[src/rtl/sfx_pkg.sv]
`default_nettype none
// +--------------------------------------------------------------------+
// | sfx_pkg : effect codes, note dividers and sequence tables          |
// | Revision: 1.0                                                      |
// +--------------------------------------------------------------------+
package sfx_pkg;

    typedef enum logic [1:0] {
        SFX_NONE  = 2'd0,
        SFX_JUMP  = 2'd1,
        SFX_SCORE = 2'd2,
        SFX_DIE   = 2'd3
    } sfx_code_t;

    // Divider 1 is rendered as silence by note_gen.
    localparam logic [21:0] DIV_SIL = 22'd1;
    localparam logic [21:0] DIV_C4  = 22'd95418;
    localparam logic [21:0] DIV_E4  = 22'd75756;
    localparam logic [21:0] DIV_G4  = 22'd63774;

    localparam logic [2:0] LEN_JUMP  = 3'd2;
    localparam logic [2:0] LEN_SCORE = 3'd4;
    localparam logic [2:0] LEN_DIE   = 3'd6;

    function automatic logic [2:0] sfx_len(input sfx_code_t fx);
        logic [2:0] len;
        len = 3'd0;
        case (fx)
            SFX_JUMP:  len = LEN_JUMP;
            SFX_SCORE: len = LEN_SCORE;
            SFX_DIE:   len = LEN_DIE;
            default:   len = 3'd0;
        endcase
        return len;
    endfunction

    function automatic logic [21:0] sfx_note(input sfx_code_t fx, input logic [2:0] step);
        logic [21:0] div;
        div = DIV_SIL;
        case (fx)
            SFX_JUMP: begin
                if (step < LEN_JUMP) div = DIV_G4;
            end
            SFX_SCORE: begin
                if (step == 3'd0)          div = DIV_C4;
                else if (step < LEN_SCORE) div = DIV_G4;
            end
            SFX_DIE: begin
                case (step)
                    3'd0, 3'd1: div = DIV_G4;
                    3'd2, 3'd3: div = DIV_E4;
                    3'd4, 3'd5: div = DIV_C4;
                    default:    div = DIV_SIL;
                endcase
            end
            default: div = DIV_SIL;
        endcase
        return div;
    endfunction

endpackage
`default_nettype wire

[src/rtl/sfx_sequencer_if.sv]
`default_nettype none
// +--------------------------------------------------------------------+
// | sfx_sequencer_if : event requests and note divider outputs         |
// | Revision: 1.0                                                      |
// +--------------------------------------------------------------------+
interface sfx_sequencer_if;
    logic        jump;
    logic        score;
    logic        die;
    logic        mute;
    logic [21:0] note_div_left;
    logic [21:0] note_div_right;
    logic        busy;
    logic [1:0]  active_sfx;
    logic        done;

    modport master (
        output jump, score, die, mute,
        input  note_div_left, note_div_right, busy, active_sfx, done
    );

    modport slave (
        input  jump, score, die, mute,
        output note_div_left, note_div_right, busy, active_sfx, done
    );
endinterface
`default_nettype wire

[src/rtl/sfx_sequencer_beat_tick.sv]
`default_nettype none
// +--------------------------------------------------------------------+
// | beat_tick : modulo-BEAT_DIV counter, tick high in the wrap cycle   |
// | Revision: 1.0                                                      |
// +--------------------------------------------------------------------+
module beat_tick #(
    parameter int BEAT_DIV = 12500000,
    parameter int CNT_W    = 24
) (
    input  wire logic clk,
    input  wire logic rst,
    input  wire logic clr_i,
    output logic      tick_o
);

    localparam logic [CNT_W-1:0] c_last = CNT_W'(BEAT_DIV - 1);

    logic [CNT_W-1:0] cnt_q;

    // Tick is asserted during the last count so the consumer acts on the wrap edge.
    assign tick_o = (cnt_q == c_last);

    always_ff @(posedge clk) begin
        if (rst || clr_i) begin
            cnt_q <= '0;
        end else if (tick_o) begin
            cnt_q <= '0;
        end else begin
            cnt_q <= cnt_q + 1'b1;
        end
    end

endmodule
`default_nettype wire

[src/rtl/sfx_sequencer.sv]
`default_nettype none
// +--------------------------------------------------------------------+
// | sfx_sequencer : prioritised sound-effect note sequencer            |
// | Revision: 1.0                                                      |
// +--------------------------------------------------------------------+
module sfx_sequencer
    import sfx_pkg::*;
#(
    parameter int BEAT_DIV = 12500000,
    parameter int CNT_W    = 24
) (
    input  wire logic       clk,
    input  wire logic       rst,
    sfx_sequencer_if.slave  bus
);

    typedef enum logic [0:0] {
        ST_IDLE = 1'b0,
        ST_PLAY = 1'b1
    } state_t;

    state_t      state_q;
    sfx_code_t   active_q;
    logic [2:0]  step_q;
    logic [21:0] note_q;
    logic [21:0] note_d;
    logic        busy_q;
    logic        done_q;

    sfx_code_t   w_req;
    logic        w_tick;
    logic        w_last;
    logic        w_finish;
    logic        w_start;
    logic        w_clr;

    always_comb begin
        w_req = SFX_NONE;
        if (bus.die)        w_req = SFX_DIE;
        else if (bus.score) w_req = SFX_SCORE;
        else if (bus.jump)  w_req = SFX_JUMP;
    end

    assign w_last   = (step_q == (sfx_len(active_q) - 3'd1));
    assign w_finish = (state_q == ST_PLAY) && w_tick && w_last;
    // A completing effect frees the channel, so any request may start on that edge.
    assign w_start  = (w_req != SFX_NONE) && ((w_req > active_q) || w_finish);
    assign w_clr    = (state_q == ST_IDLE) || w_start;

    beat_tick #(
        .BEAT_DIV (BEAT_DIV),
        .CNT_W    (CNT_W)
    ) u_beat_tick (
        .clk    (clk),
        .rst    (rst),
        .clr_i  (w_clr),
        .tick_o (w_tick)
    );

    always_comb begin
        note_d = sfx_note(active_q, step_q);
        if (w_start) begin
            note_d = sfx_note(w_req, 3'd0);
        end else if (w_finish) begin
            note_d = DIV_SIL;
        end else if ((state_q == ST_PLAY) && w_tick) begin
            note_d = sfx_note(active_q, step_q + 3'd1);
        end
        if (bus.mute) note_d = DIV_SIL;
    end

    always_ff @(posedge clk) begin
        if (rst) begin
            state_q  <= ST_IDLE;
            active_q <= SFX_NONE;
            step_q   <= 3'd0;
            note_q   <= DIV_SIL;
            busy_q   <= 1'b0;
            done_q   <= 1'b0;
        end else begin
            done_q <= w_finish;
            note_q <= note_d;
            if (w_start) begin
                state_q  <= ST_PLAY;
                active_q <= w_req;
                step_q   <= 3'd0;
                busy_q   <= 1'b1;
            end else if (w_finish) begin
                state_q  <= ST_IDLE;
                active_q <= SFX_NONE;
                step_q   <= 3'd0;
                busy_q   <= 1'b0;
            end else if ((state_q == ST_PLAY) && w_tick) begin
                step_q <= step_q + 3'd1;
            end
        end
    end

    assign bus.note_div_left  = note_q;
    assign bus.note_div_right = note_q;
    assign bus.busy           = busy_q;
    assign bus.active_sfx     = active_q;
    assign bus.done           = done_q;

endmodule
`default_nettype wire

[src/flat_wrapper.sv]
// flat-port wrapper written by rule: the top's interface ports become plain ports
module sfx_sequencer_flat import sfx_pkg::*;
#(
    parameter int BEAT_DIV = 12500000,
    parameter int CNT_W    = 24
)
  (clk, rst, bus_jump, bus_score, bus_die, bus_mute, bus_note_div_left, bus_note_div_right, bus_busy, bus_active_sfx, bus_done);
  sfx_sequencer_if bus_i ();
  input  wire logic clk;
  input  wire logic rst;
  input wire logic [$bits(bus_i.jump)-1:0] bus_jump;
  input wire logic [$bits(bus_i.score)-1:0] bus_score;
  input wire logic [$bits(bus_i.die)-1:0] bus_die;
  input wire logic [$bits(bus_i.mute)-1:0] bus_mute;
  output wire logic [$bits(bus_i.note_div_left)-1:0] bus_note_div_left;
  output wire logic [$bits(bus_i.note_div_right)-1:0] bus_note_div_right;
  output wire logic [$bits(bus_i.busy)-1:0] bus_busy;
  output wire logic [$bits(bus_i.active_sfx)-1:0] bus_active_sfx;
  output wire logic [$bits(bus_i.done)-1:0] bus_done;
  assign bus_i.jump = bus_jump;
  assign bus_i.score = bus_score;
  assign bus_i.die = bus_die;
  assign bus_i.mute = bus_mute;
  assign bus_note_div_left = bus_i.note_div_left;
  assign bus_note_div_right = bus_i.note_div_right;
  assign bus_busy = bus_i.busy;
  assign bus_active_sfx = bus_i.active_sfx;
  assign bus_done = bus_i.done;
  sfx_sequencer #(.BEAT_DIV(BEAT_DIV), .CNT_W(CNT_W)) u_core (.clk(clk), .rst(rst), .bus(bus_i));
endmodule
[config.mk]
export PLATFORM = sky130hd
export DESIGN_NAME = sfx_sequencer_flat
export DESIGN_NICKNAME = d
export VERILOG_FILES = /design/src/rtl/sfx_pkg.sv /design/src/rtl/sfx_sequencer_if.sv /design/src/rtl/sfx_sequencer_beat_tick.sv /design/src/rtl/sfx_sequencer.sv /design/src/flat_wrapper.sv
export SDC_FILE = /design/constraint.sdc
export NUM_CORES = 1
export LEC_CHECK = 0
export BUFFER_PORTS_ARGS = -buffer_cell sky130_fd_sc_hd__buf_2
export CAP_MARGIN = 20
export CELL_PAD_IN_SITES_DETAIL_PLACEMENT = 2
export CELL_PAD_IN_SITES_GLOBAL_PLACEMENT = 2
export CORE_UTILIZATION = 32
export DETAILED_ROUTE_END_ITERATION = 16
export PLACE_DENSITY_LB_ADDON = 0.25
export SLEW_MARGIN = 0
export SYNTH_ARGS = -nofsm -noshare
export SYNTH_HDL_FRONTEND = slang
export SYNTH_HIERARCHICAL = 1
export SYNTH_SLANG_ARGS = --single-unit
[constraint.sdc]
create_clock -name clk -period 4 [get_ports clk]
set_input_delay 1 -clock clk [delete_from_list [all_inputs] [get_ports clk]]
set_output_delay 1 -clock clk [all_outputs]
set_load 0.02 [all_outputs]
Word level (Yosys, flattened, before mapping)
Index checks and enable logic that the tools add are counted.

operators by class
  $add $sub $neg = 3
  magnitude comparators = 5
  equal/unequal tests = 18
  multiplexer cells = 22
  bitwise gates (word level) = 1
  reduce and logical (&&, ||, !) cells = 20

operators with widths
  kind                   count
  $pmux 22 s3            2
  $mux 22                5
  $pmux 17 s3            2
  $mux 16                4
  $pmux 17 s2            1
  $add 24x1->24 const B  1
  $eq 24x24->1 const B   1
  $reduce_or 2->1        9
  $eq 3x2->1 const B     4
  $eq 3x3->1 const B     4
  $pmux 3 s3             1
  $eq 2x2->1 const B     4
  $mux 2                 4
  $eq 3x1->1 const B     2
  $logic_not 3->1        2
  $lt 3x2->1 const B     2
  $lt 3x3->1 const B     2
  $eq 2x1->1 const B     2
  $reduce_bool 2->1      2
  $add 3x1->3 const B    1
  $eq 3x3->1             1
  $logic_and 1x1->1      3
  $logic_or 1x1->1       3
  $mux 1                 3
  other kinds (4)        4

word-level totals
  register bits after elaboration = 53

Logic depth before layout (Yosys ltp)
  depth in word-level cells = 10
  depth in mapped cells = 13
  gate-level depth less buffers = 12

Hierarchy
The synthesis kept the hierarchy.

by module, submodules not included
  module         instances  cells each  area each (µm²)
  sfx_sequencer  1          174         1360.1
  beat_tick      1          132         1163.6

Least setup slack after synthesis
Ideal clock, no wire load.

  kind = in2reg
  start = input bus_score
  end = register u_core.u_beat_tick.cnt_q[17]
  library setup time = 0.070 ns
  arrival time = 2.750 ns
  path slack = 1.181 ns
  stages on the path = 11
  buffers on the path = 1
  path through = or2_2 ha_1 nor2b_1 o21ai_1 nand2_1 o21ai_1 nand2_1 nor2_1 o21ai_4 buf_6 a21oi_1

between the ends
  longest elaborated chain between the ends = 8

ends and longest elaborated chain
  what                         line                           RTL
  start, declared              flat_wrapper.sv:12             input wire logic [$bits(bus_i.score)-1:0] bus_score;
  $mux 2 *                     sfx_sequencer.sv:40            else if (bus.score) w_req = SFX_SCORE;
  $mux 2 *                     sfx_sequencer.sv:39            if (bus.die) w_req = SFX_DIE;
  $gt 2x2->1                   sfx_sequencer.sv:47            assign w_start = (w_req != SFX_NONE) && ((w_req > active_q) || w_finish);
  $logic_or 1x1->1             sfx_sequencer.sv:47
  $logic_and 1x1->1 *          sfx_sequencer.sv:47
  $logic_or 1x1->1 *           sfx_sequencer.sv:48            assign w_clr = (state_q == ST_IDLE) || w_start;
  named net u_core.w_clr       sfx_sequencer.sv:35            logic w_clr;
  $logic_or 1x1->1 *           sfx_sequencer_beat_tick.sv:24  if (rst || clr_i) begin
  $reduce_or 2->1 (no line) *  -
  end signal, assigned         sfx_sequencer_beat_tick.sv:29  cnt_q <= cnt_q + 1'b1;
  end, declared                sfx_sequencer_beat_tick.sv:18  logic [CNT_W-1:0] cnt_q;

Mark *: on every way through the listed nets, which the timed path passes. The rest lies on a longest branch.
A chain may end at the register's enable or synchronous reset.

Worst setup path after layout
  start = register u_core.u_beat_tick.cnt_q[9]
  end = register u_core.u_beat_tick.cnt_q[3]

between the ends
  longest elaborated chain between the ends = 8

ends and longest elaborated chain
  what                            line                           RTL
  $eq 24x24->1                    sfx_sequencer_beat_tick.sv:21  assign tick_o = (cnt_q == c_last);
  named net u_core.w_tick         sfx_sequencer.sv:31            logic w_tick;
  $logic_and 1x1->1 (2 in a row)  sfx_sequencer.sv:45            assign w_finish = (state_q == ST_PLAY) && w_tick && w_last;
  $logic_or 1x1->1                sfx_sequencer.sv:47
  $logic_and 1x1->1               sfx_sequencer.sv:47
  $logic_or 1x1->1                sfx_sequencer.sv:48
  named net u_core.w_clr          sfx_sequencer.sv:35
  $logic_or 1x1->1                sfx_sequencer_beat_tick.sv:24
  $reduce_or 2->1 (no line)       -

The timed path passes the listed nets, and every way through them passes these cells.

==> impl_results.md <==
- RSZ-0062 raised after global routing: false
- Worst path cell trace: or4b_1 > or4_4 > nor2_1 > and3_1 > nand4_4 > nand2_1 > o21ai_1 > nand2_1 > nor2_1 > o21ai_4 > nor2_1
- Vias in the first global route: 2173
- CP Class: reg -> reg
- CP endpoint kind: flip-flop
- Synthesis Warnings: 6
- Iter 0 DRT Violations: 77
- Worst-Skew Late Latency: 290 ps
- R2r worst-path depth: 11
- WP buf/inv: 0
- Worst-path clk slew: about 80 ps
- HPWL after DPL: 4810 um
- Upper clock frequency limit: 310 MHz
- # rows: 32
- Setup crit start kind: flip-flop
- Number of remaining DRC errors: 0
- Lkg Pwr: 1.07 nW
- Post-CTS Setup Inserts: 0
- Sink Count: 38
- Overall routing resource usage: 16.1%
- Max VDD drop: 0.113 mV
- Max cap viols: 0
- Final core utilization: 35.0%
- Core region area: around 7700 um2
- WL/cell: about 15 um
- Largest net degree at the start of global routing: 25
- Cts repair resizes: 0
- Worst-path fanout max: 24
- WP data arrival: ~3400 ps
- Worst-Margin Slew: slightly below 700 ps
- Crit-path slowest cell: or4_4
- Most frequent cells in the layout: buf_2 (43), dfxtp_1 (38), nor2_1 (31)
- Ports: 54
- Layout area overhead: 6.54%
- Ys flop type: dfxtp_1
- Antenna cells: 0
- Layout cells sized above 1: 20.0%
- Clock Tree Root: clkbuf_8
- Mean Syn Cell Area: 8.25 um2
- Final hold vios: 0
- Die H: 90.8 um
- Post-synth cell types: 57
- Crit path depth: 11
- Hold Crit Depth: 1
- Pre-antenna DRT Iters: 4
- Async SR Flop Fraction: 0%
- Filler instances: 933
- CP required: 4150 ps
- Number of synthesized flops with an enable pin: 0
- Total Wirelength: 6360 um
- Hold Path Class: reg -> reg
- Clock skew: around 11 ps
- Initial antenna violation count: 0
- CP delay by family, top: simple AND/OR/NAND/NOR gates
- Die ar.: 8250 um2
- Initial Utilization: 32.8%
- Final nets: 341
- Seq cells post-synth: 38
- ANT nets after route: 0
- H-Tree Depth: 2
- Pwr dens: 370 nW/um2
- Die X: 90.8 um
- CTS tree: built
- Total CTS buffers: 5
- Critical path's most frequent cell: nor2_1
- Commonest non-fill, non-tap cell in the layout: buf_2
- Vias per std cell: 5.10
- Netlist Area Pre-Place: approximately 2500 um2
- First-pass GRT wire length: 10700 um
- CTS hold repair buffers: 0
- Final GP Congestion: around 0.76
- Fin crit period: 3230 ps
- Via count: 2152
- Overflow after GRT: 0
- Status: completed
- Port buffer count: 43
- Final worst path period share: roughly four fifths
- Clock Path Buffers: 2
- Setup-failing EPs final: 0
- Setup total negative slack: 0 ps
- Cell count after synthesis: 306
- Relative slew margins: 54.6%
- Pins Over Slew Limit: 0
- Largest stage delay, worst path: 580 ps
- Register area share after synthesis: 30.1%
==> per-stage QoR <==
stage               area (um2)  power, mW  hold WS (ps)  std cells  setup slack [ps]
floorplan                 2560      0.641           426        315              1180
global placement          2580      0.664           446        415               803
detailed placement        2580      0.669           462        415               666
CTS                       2690       1.01           482        422               744
global route              2690       1.05           512        422               552
finish                    2690      0.994           470        422               774
==> routing by layer <==
layer	up-vias	track usage (%)	routed length (um)
met4	0	4.76	73
met3	6	3.20	261
li1	1058	-	-
met2	48	28.0	3050
met1	1040	20.0	2970
met5	-	0	0
==> state kept, by name (all words and copies together) (netlist names) <==
name	count
u_core/bus.done	1
u_core/u_beat_tick/cnt_q	24
u_core/bus.active_sfx	2
u_core/step_q	3
u_core/bus.note_div_left	7
u_core/bus.busy	1
==> cells in the mapped netlist (all sizes together) (2+ instances only) <==
library cell   n  area share, %
buf           40             12
dfxtp         38             30
nor2          31            4.6
nand2         22            3.3
a21oi         19            3.9
o21ai         17            4.0
ha            15            7.4
inv           14            2.1
nand3         11            2.2
nand4          9            3.4
or3            9            2.5
xnor2          8            2.8
or4            7            2.5
xor2           6            2.1
clkbuf         5           0.74
o31ai          5            1.5
and3           4           0.99
nor2b          4           0.99
o22ai          4           0.99
or2            4           0.99
nor3           3           0.59
or4b           3            1.2
a31oi          2           0.50
nand2b         2           0.50
nand3b         2           0.59
o41ai          2           0.69
==> worst paths after layout <==
check	startpoint	endpoint	slack (ps)
setup / recovery	u_core/u_beat_tick/cnt_q[9]$_SDFF_PP0_	u_core/u_beat_tick/cnt_q[3]$_SDFF_PP0_	770
hold / removal	u_core/u_beat_tick/cnt_q[0]$_SDFF_PP0_	u_core/u_beat_tick/cnt_q[0]$_SDFF_PP0_	470
setup reg to reg	u_core/u_beat_tick/cnt_q[9]$_SDFF_PP0_	u_core/u_beat_tick/cnt_q[3]$_SDFF_PP0_	770
hold reg to reg	u_core/u_beat_tick/cnt_q[0]$_SDFF_PP0_	u_core/u_beat_tick/cnt_q[0]$_SDFF_PP0_	470
==> cell families after synthesis <==
| logic type | share of synthesized area (%) |
|---|---|
| flops | 30.1 |
| simple gates | 26.2 |
| mux | 0.843 |
| compound gates | 15.4 |
| other cells | 0.149 |
| fa+ha+maj | 7.44 |
| xor+xnor | 4.86 |
| buf+inv | 14.9 |
==> power breakdown <==
group          internal [mW]  switching, mW
combinational         0.0816          0.165
clock                  0.200          0.135
sequential             0.393         0.0193
total                  0.675          0.319
==> cell type report <==
cell class              instances  area (um2)  area share, %
clock buffers                   6        82.6           3.07
clock inverters                 1        30.0           1.12
inverters                      14        52.6           1.95
multi-input cells             218        1420           52.8
flip-flops and latches         38         761           28.3
well taps                     102         128           4.75
repair buffers                 43         215           8.00
Power figures use the tool's default switching activity.
